[config.mk]
export PLATFORM = sky130hd
export DESIGN_NAME = imm_extend_pipe
export DESIGN_NICKNAME = d
export VERILOG_FILES = /design/src/rtl/imm_ext_pkg.sv /design/src/rtl/imm_ext_core.sv /design/src/rtl/imm_extend_pipe.sv
export SDC_FILE = /design/constraint.sdc
export NUM_CORES = 1
export LEC_CHECK = 0
export CAP_MARGIN = 5
export CORE_AREA = 2 2 81 83
export CTS_CLUSTER_SIZE = 24
export DETAILED_ROUTE_END_ITERATION = 10
export DIE_AREA = 0 0 83 85
export PLACE_DENSITY = 0.71
export SLEW_MARGIN = 15
export SYNTH_ARGS = -nofsm -noshare
export SYNTH_HDL_FRONTEND = slang
export SYNTH_SLANG_ARGS = --single-unit
[constraint.sdc]
create_clock -name clk -period 1.7 [get_ports clk]
set_input_delay 0.255 -clock clk [delete_from_list [all_inputs] [get_ports clk]]
set_output_delay 0.255 -clock clk [all_outputs]
set_load 0.05 [all_outputs]
[src/rtl/imm_ext_pkg.sv]
// Shared immediate-extension definitions: extension modes and the default
// immediate/word widths also used by the instruction decoder.
package imm_ext_pkg;

   localparam int IMM_W  = 21;
   localparam int WORD_W = 32;

   typedef enum logic [1:0] {
      SEXT     = 2'd0,
      ZEXT     = 2'd1,
      SEXT_SHL = 2'd2,
      UPPER    = 2'd3
   } imm_mode_e;

endpackage

[src/rtl/imm_ext_core.sv]
// Combinational immediate extension: (imm, mode) -> (word, ovf).
// Only the shifted-offset mode can lose information, so only it raises ovf.
module imm_ext_core
   import imm_ext_pkg::*;
#(
   parameter int IN_W  = IMM_W,
   parameter int OUT_W = WORD_W,
   parameter int SHIFT = 2
) (
   input  logic [IN_W-1:0]  imm,
   input  logic [1:0]       mode,
   output logic [OUT_W-1:0] word,
   output logic             ovf
);

   imm_mode_e              mode_e;
   logic [OUT_W-1:0]       sext_word;
   logic [OUT_W-1:0]       zext_word;
   logic [OUT_W-1:0]       upper_word;
   logic [OUT_W+SHIFT-1:0] shl_wide;
   logic [SHIFT:0]         shl_top;
   logic                   shl_ovf;

   assign mode_e     = imm_mode_e'(mode);
   assign sext_word  = OUT_W'(signed'(imm));
   assign zext_word  = OUT_W'(imm);
   assign upper_word = zext_word << (OUT_W - IN_W);
   assign shl_wide   = (OUT_W + SHIFT)'(signed'(imm)) << SHIFT;

   // Discarded bits plus the kept MSB must all agree, otherwise the scaled
   // offset no longer fits in the output word.
   assign shl_top = (SHIFT + 1)'(shl_wide >> (OUT_W - 1));
   assign shl_ovf = !((shl_top == '0) || (shl_top == '1));

   always_comb begin
      word = sext_word;
      ovf  = 1'b0;
      case (mode_e)
         SEXT:     word = sext_word;
         ZEXT:     word = zext_word;
         SEXT_SHL: begin
            word = shl_wide[OUT_W-1:0];
            ovf  = shl_ovf;
         end
         UPPER:    word = upper_word;
         default:  word = sext_word;
      endcase
   end

endmodule

[src/rtl/imm_extend_pipe.sv]
// Two-stage immediate-extension pipeline with valid/ready handshake and a
// sticky truncation flag; sits between decode and the ALU operand mux.
module imm_extend_pipe
   import imm_ext_pkg::*;
#(
   parameter int IN_W  = IMM_W,
   parameter int OUT_W = WORD_W,
   parameter int SHIFT = 2
) (
   input  logic             clk,
   input  logic             rst_n,
   input  logic             in_valid,
   output logic             in_ready,
   input  logic [IN_W-1:0]  in_imm,
   input  logic [1:0]       in_mode,
   output logic             out_valid,
   input  logic             out_ready,
   output logic [OUT_W-1:0] out_word,
   output logic             out_ovf,
   output logic             ovf_sticky,
   input  logic             ovf_clr
);

   logic             s1_valid;
   logic [IN_W-1:0]  s1_imm;
   logic [1:0]       s1_mode;
   logic             s2_valid;
   logic [OUT_W-1:0] s2_word;
   logic             s2_ovf;
   logic             s2_load;
   logic             s1_load;
   logic [OUT_W-1:0] core_word;
   logic             core_ovf;

   // No skid buffer: in_ready follows out_ready combinationally when full.
   assign s2_load  = !s2_valid || out_ready;
   assign s1_load  = !s1_valid || s2_load;
   assign in_ready = s1_load;

   imm_ext_core #(
      .IN_W  (IN_W),
      .OUT_W (OUT_W),
      .SHIFT (SHIFT)
   ) u_core (
      .imm  (s1_imm),
      .mode (s1_mode),
      .word (core_word),
      .ovf  (core_ovf)
   );

   always_ff @(posedge clk) begin
      if (!rst_n) begin
         s1_valid <= 1'b0;
         s1_imm   <= '0;
         s1_mode  <= '0;
         s2_valid <= 1'b0;
         s2_word  <= '0;
         s2_ovf   <= 1'b0;
      end else begin
         if (s1_load) begin
            s1_valid <= in_valid;
            if (in_valid) begin
               s1_imm  <= in_imm;
               s1_mode <= in_mode;
            end
         end
         if (s2_load) begin
            s2_valid <= s1_valid;
            if (s1_valid) begin
               s2_word <= core_word;
               s2_ovf  <= core_ovf;
            end
         end
      end
   end

   // A set from an overflowing transfer beats a same-cycle clear.
   always_ff @(posedge clk) begin
      if (!rst_n) begin
         ovf_sticky <= 1'b0;
      end else if (s2_valid && out_ready && s2_ovf) begin
         ovf_sticky <= 1'b1;
      end else if (ovf_clr) begin
         ovf_sticky <= 1'b0;
      end
   end

   assign out_valid = s2_valid;
   assign out_word  = s2_word;
   assign out_ovf   = s2_ovf;

endmodule

==> impl_metrics.json, run 1 <==
{
  "drt-total-wl_um": 6610,
  "root_buffer": "clkbuf_8",
  "drcViolationCount": 0,
  "drt-initial-drc-count": 173,
  "final_nets": 374,
  "period_minus_slack_ns": 1.65,
  "synthToLayoutAreaGrowth_pct": 27.2,
  "min_path_type": "input pin to register",
  "grt-ovfl-total": 0,
  "synth-simple-area-share": 0.156,
  "setup_ws_ns": 0.0482,
  "setup_viol": 0,
  "critPathMaxFanout": 5,
  "final_core_util": 0.561,
  "max_clock_freq_mhz": 605,
  "synth_xor_area_frac": 0,
  "viasPerCell": 5.36,
  "switchingPower_mw": 0.969,
  "syn_inst": 289,
  "clkTransAtPathRegs_ns": 0.06,
  "ant_nets": 0,
  "critPathKind": "input pin to primary output",
  "die_width_um": 83,
  "pre_cts_ws_ns": -0.407,
  "ys_warn_count": 0,
  "drive_above_1_share": 0.262,
  "max-slew-margin-rel": 0.585,
  "timing.hold.ws_ns": 0.456,
  "netlist_area_um2": 2740,
  "dieHeight_um": 85,
  "p_per_area_nw_per_um2": 985,
  "yosys_register_bits": 57,
  "fin_skew_ns": 0.00643,
  "h-tree-depth": 3,
  "hpwl_um": 4400,
  "grt_max_degree": 25,
  "gp_congestion": 0.868,
  "pwr-share-seq": 0.438,
  "antenna_found_initial": 0,
  "yosys.cell_types.count": 31,
  "pin_count": 64,
  "worst_pin_slew_ns": 0.606,
  "firstDrtPassIters": 4,
  "synth_area_per_cell_um2": 9.46,
  "synth_edf_count": 0,
  "hold_viol_final": 0,
  "cap_violations": 0,
  "rsz0062_at_grt": "no",
  "synthArstFlopShare": 0,
  "cts_buffer_depth": 2,
  "crit_path_start_kind": "input pin",
  "cts_hold_buf": 0,
  "synthMuxAreaShare": 0.125,
  "clockPowerShare": 0.386,
  "track_usage": 0.192,
  "start_util": 0.441,
  "synth_top_family_by_area": "compound AO/OA/AOI/OAI gates",
  "fp-row-count": 29,
  "die_area_um2": 7060,
  "cts_tree": "yes",
  "portBuffers": 60,
  "p_comb_frac": 0.176,
  "period_share": 0.972,
  "intPower_mw": 2.46,
  "synth-adder-area-share": 0,
  "outcome": "finished, final reports clean",
  "core_area_um2": 6200,
  "grt_pass1_vias": 2063,
  "clock_latency_ns": 0.34,
  "cts_buffers": 9,
  "routed-via-count": 2292,
  "slew_violations": 0,
  "clock-sinks": 57,
  "n_fill_cell": 589,
  "synth_compound_area_frac": 0.205,
  "wl_per_cell_um": 15.4,
  "antenna_cells": 0,
  "synthFlopType": "dfxtp_1",
  "crit_path_end_kind": "primary output",
  "ir_drop_v": 0.000696,
  "grt_pass1_wl_um": 10700,
  "swShare": 0.283,
  "p_leak_nw": 1.46,
  "seq_area_frac_synth": 0.417,
  "cp.required_ns": 1.44,
  "crit_arrival_ns": 1.40
}
-- path summary, 6_finish.rpt --
| kind | slack (ns) | end | cells past startpoint | from |
|---|---|---|---|---|
| min reg2reg | 0.46 | out_word[15] | 2 | out_word[15] |
| max | 0.05 | in_ready | 5 | out_ready |
| min | 0.46 | out_word[11] | 4 | rst_n |
| max reg2reg | 0.07 | out_word[18] | 4 | s1_mode[0] |
-- power groups by stage --
| stage | clock network (mW) | registers [mW] | logic (mW) |
|---|---|---|---|
| after detailed placement | 0 | 1.53 | 0.593 |
| after floorplan | 0 | 1.65 | 0.289 |
| final | 1.32 | 1.50 | 0.603 |
| after global placement | 0 | 1.53 | 0.587 |
| after CTS | 1.33 | 1.50 | 0.602 |
| after global routing | 1.39 | 1.51 | 0.645 |
-- registers in the layout, indices dropped and copies added, names as in the netlist --
register	flops
s1_imm	21
s1_valid	1
s1_mode	2
out_valid	1
out_word	32
-- metal layers --
layer  vias to the layer above  routed length [µm]  GRT usage
met5                         -                   0          0
met4                         0                 143     0.0939
met3                        13                 356     0.0311
met2                        72                3060      0.293
met1                      1062                3060      0.264
li1                       1145                   -          -
-- logic make-up (layout without fill, tap and decap cells) --
family,Yosys count,after routing
flops,57,57
mux,34,34
simple gates,92,92
other cells,1,2
buf+inv,35,95
compound gates,70,71
-- per-stage QoR --
step                cells  power (mW)  TNS, ns  area [µm²]
floorplan             290        1.93        0        2740
global placement      410        2.11   -11.98        3240
detailed placement    410        2.12   -14.74        3240
CTS                   427        3.43        0        3460
global route          428        3.54        0        3480
finish                428        3.42        0        3480
-- layout by cell type, fill, tap and decap left out, types with 2 or more instances in the layout --
cell             synthesis  routed
nand2_1                 58      58
dfxtp_1                 57      55
buf_4                    6      49
mux2i_1                 33      33
clkdlybuf4s50_1          0      25
a21oi_1                 15      15
o21ai_0                 13      13
clkbuf_8                 4      12
nand3_1                 10      10
nand2b_1                10      10
a311oi_1                10      10
a2111oi_0               10      10
o221a_2                  9       9
o21bai_2                 9       9
and3_1                   8       8
a21boi_4                 1       2
inv_1                    2       2
nand4b_1                 2       2
conb_1                   1       2
clkbuf_1                 8       2
dfxtp_2                  0       2
-- synth_stat cells, types with 2 or more instances --
master,count,area share
nand2_1,58,0.080
dfxtp_1,57,0.42
mux2i_1,33,0.12
a21oi_1,15,0.027
o21ai_0,13,0.024
a2111oi_0,10,0.032
a311oi_1,10,0.032
nand2b_1,10,0.023
nand3_1,10,0.018
o21bai_2,9,0.037
o221a_2,9,0.037
and3_1,8,0.018
clkbuf_1,8,0.011
buf_2,6,0.011
buf_4,6,0.016
buf_6,5,0.021
clkbuf_8,4,0.020
buf_1,2,0.0027
inv_1,2,0.0027
nand4b_1,2,0.0064
nor2_1,2,0.0027
-- final cells by class --
type                    count  area, µm²  share of cell area
clock buffers              14        173              0.0496
inverters                   3       23.8             0.00683
clock inverters             2       35.0              0.0101
multi-input cells         199       1360               0.392
flip-flops and latches     57       1140               0.329
well taps                  77       96.3              0.0277
repair buffers             76        643               0.185
-- critical path: stages --
cell and delay (ns):
clkdlybuf4s50_1 0.48, nor2b_4 0.27, buf_4 0.16, nand2_1 0.04, buf_4 0.19
-- repair_timing --
action / CTS / global route
gates cloned: 1 / 0
endpoints found under the setup margin: 32 / 5
pin swaps: 1 / 0
resized for setup: 2 / 2
buffers inserted: 0 / 1
Note: power is estimated with default switching activity, not from simulation.
==> inputs of run 2 (changes only) <==
--- a/config.mk
+++ b/config.mk
@@ -5,7 +5,7 @@
 export SDC_FILE = /design/constraint.sdc
 export NUM_CORES = 1
 export LEC_CHECK = 0
-export CAP_MARGIN = 5
+export CAP_MARGIN = 20
 export CORE_AREA = 2 2 81 83
 export CTS_CLUSTER_SIZE = 24
 export DETAILED_ROUTE_END_ITERATION = 10
==> results of run 2 <==
Final layout, timing and power as in run 1 (identical DEF).
==> edit: new RTL, config.mk and constraints of run 1 <==
Register the input `in_mode` before use, cleared by the reset. The logic sees it one clock later. The other inputs are not delayed to match.
--- a/src/rtl/imm_extend_pipe.sv
+++ b/src/rtl/imm_extend_pipe.sv
@@ -20,6 +20,16 @@
    output logic             ovf_sticky,
    input  logic             ovf_clr
 );
+
+   logic [1:0] in_mode_q;
+
+   always_ff @(posedge clk) begin
+      if (!rst_n) begin
+         in_mode_q <= '0;
+      end else begin
+         in_mode_q <= in_mode;
+      end
+   end
 
    logic             s1_valid;
    logic [IN_W-1:0]  s1_imm;
@@ -61,7 +71,7 @@
             s1_valid <= in_valid;
             if (in_valid) begin
                s1_imm  <= in_imm;
-               s1_mode <= in_mode;
+               s1_mode <= in_mode_q;
             end
          end
          if (s2_load) begin
Function: changed (Yosys sat finds a counterexample within 4 cycles, from zero or initial values and one cycle with rst_n low).
==> edit against run 1 <==
  * Cell area increased by 0.61%
  * Combinational power is 5.5% lower
  * Setup slack improved by 55 ps
  * Area after synthesis rose by 1.8%
  * Critical path depth is the same
  * Sequential power rose by 3%
  * Synthesized cell count grew 1.4%
  * Total power is 0.99% higher
  * Via count down 1.4%
  * Sequential cell count increased by 2
  * Clock skew grew 2.6 ps
  * Largest power group unchanged
  * Routed wire length fell by 4.3%
  * Fmax rose by 3.4%
==> edit: results (changes against run 1) <==
status=finished, final reports clean; Synth Area in Compound Gates=20.2% (-0.37 points); first-pass GRT wire length=10.3 mm (-3.9%); skew final=9.05 ps (+2.62 ps); total track usage=18.5% (-0.72 points); critical path arrival=1340 ps (-60 ps); met2 usage=27.8% (-1.5 points); Peak VDD IR=0.000510 V (-27%); met3 Track Usage GR=5.35% (+2.2 points); r2r setup slk=120 ps (+50 ps); Detail Route met2 WL=2.91 mm (-4.9%); mux share of post-synthesis cell area=12.3% (-0.22 points); vias in the first global route=2,129 (+3.2%); layout cell share with drive strength beyond 1=24.5% (-1.7 points); placed inst area=0.00329 mm² (+1.5%); fraction of area in non-clock buffers=18.7% (+0.17 points); Buffers, non-clock=74 (-2.6%); RD Place Congestion=0.855 (-1.5%); Fin Hold WS=302 ps (-154 ps); DRT met1 WL=3.06 mm (about the same); Iter 0 DRT Violations=158 (-8.7%); drt total wl=6.32 mm (-4.3%); Max FO, Critical Path=6 (+1); top cells by area, synth=dfxtp_1 (42%), mux2i_1 (12%), nand2_1 (7.8%); largest net degree at the start of global routing=50 (+100%); met1 Usage GRT=25.0% (-1.4 points); nets@finish=375 (+0.27%); fill cell count=570 (-3.2%)
==> edit: power by group <==
| part | internal (mW) | leakage [nW] | switching (mW) |
|---|---|---|---|
| clock | 0.830 | 0.109 | 0.521 |
| sequential | 1.46 | 0.485 | 0.0734 |
| combinational | 0.230 | 0.864 | 0.340 |
| total | 2.52 | 1.46 | 0.935 |
==> edit: through the flow <==
| stage | worst slack, ps | util [%] | std cells |
|---|---|---|---|
| after floorplan | 38.2 | - | 294 |
| after global placement | -26.6 | 53.0 | 413 |
| after detailed placement | -56.8 | 53.0 | 413 |
| after CTS | 86.3 | 56.4 | 428 |
| after global routing | 17.2 | 56.4 | 428 |
| final | 103 | 56.4 | 428 |
==> edit: critical path, stage by stage (launching register included) <==
cell and delay, ps:
dfxtp_1 340, nor2b_1 130, buf_4 160, buf_4 140
nand2_1 50, buf_4 190
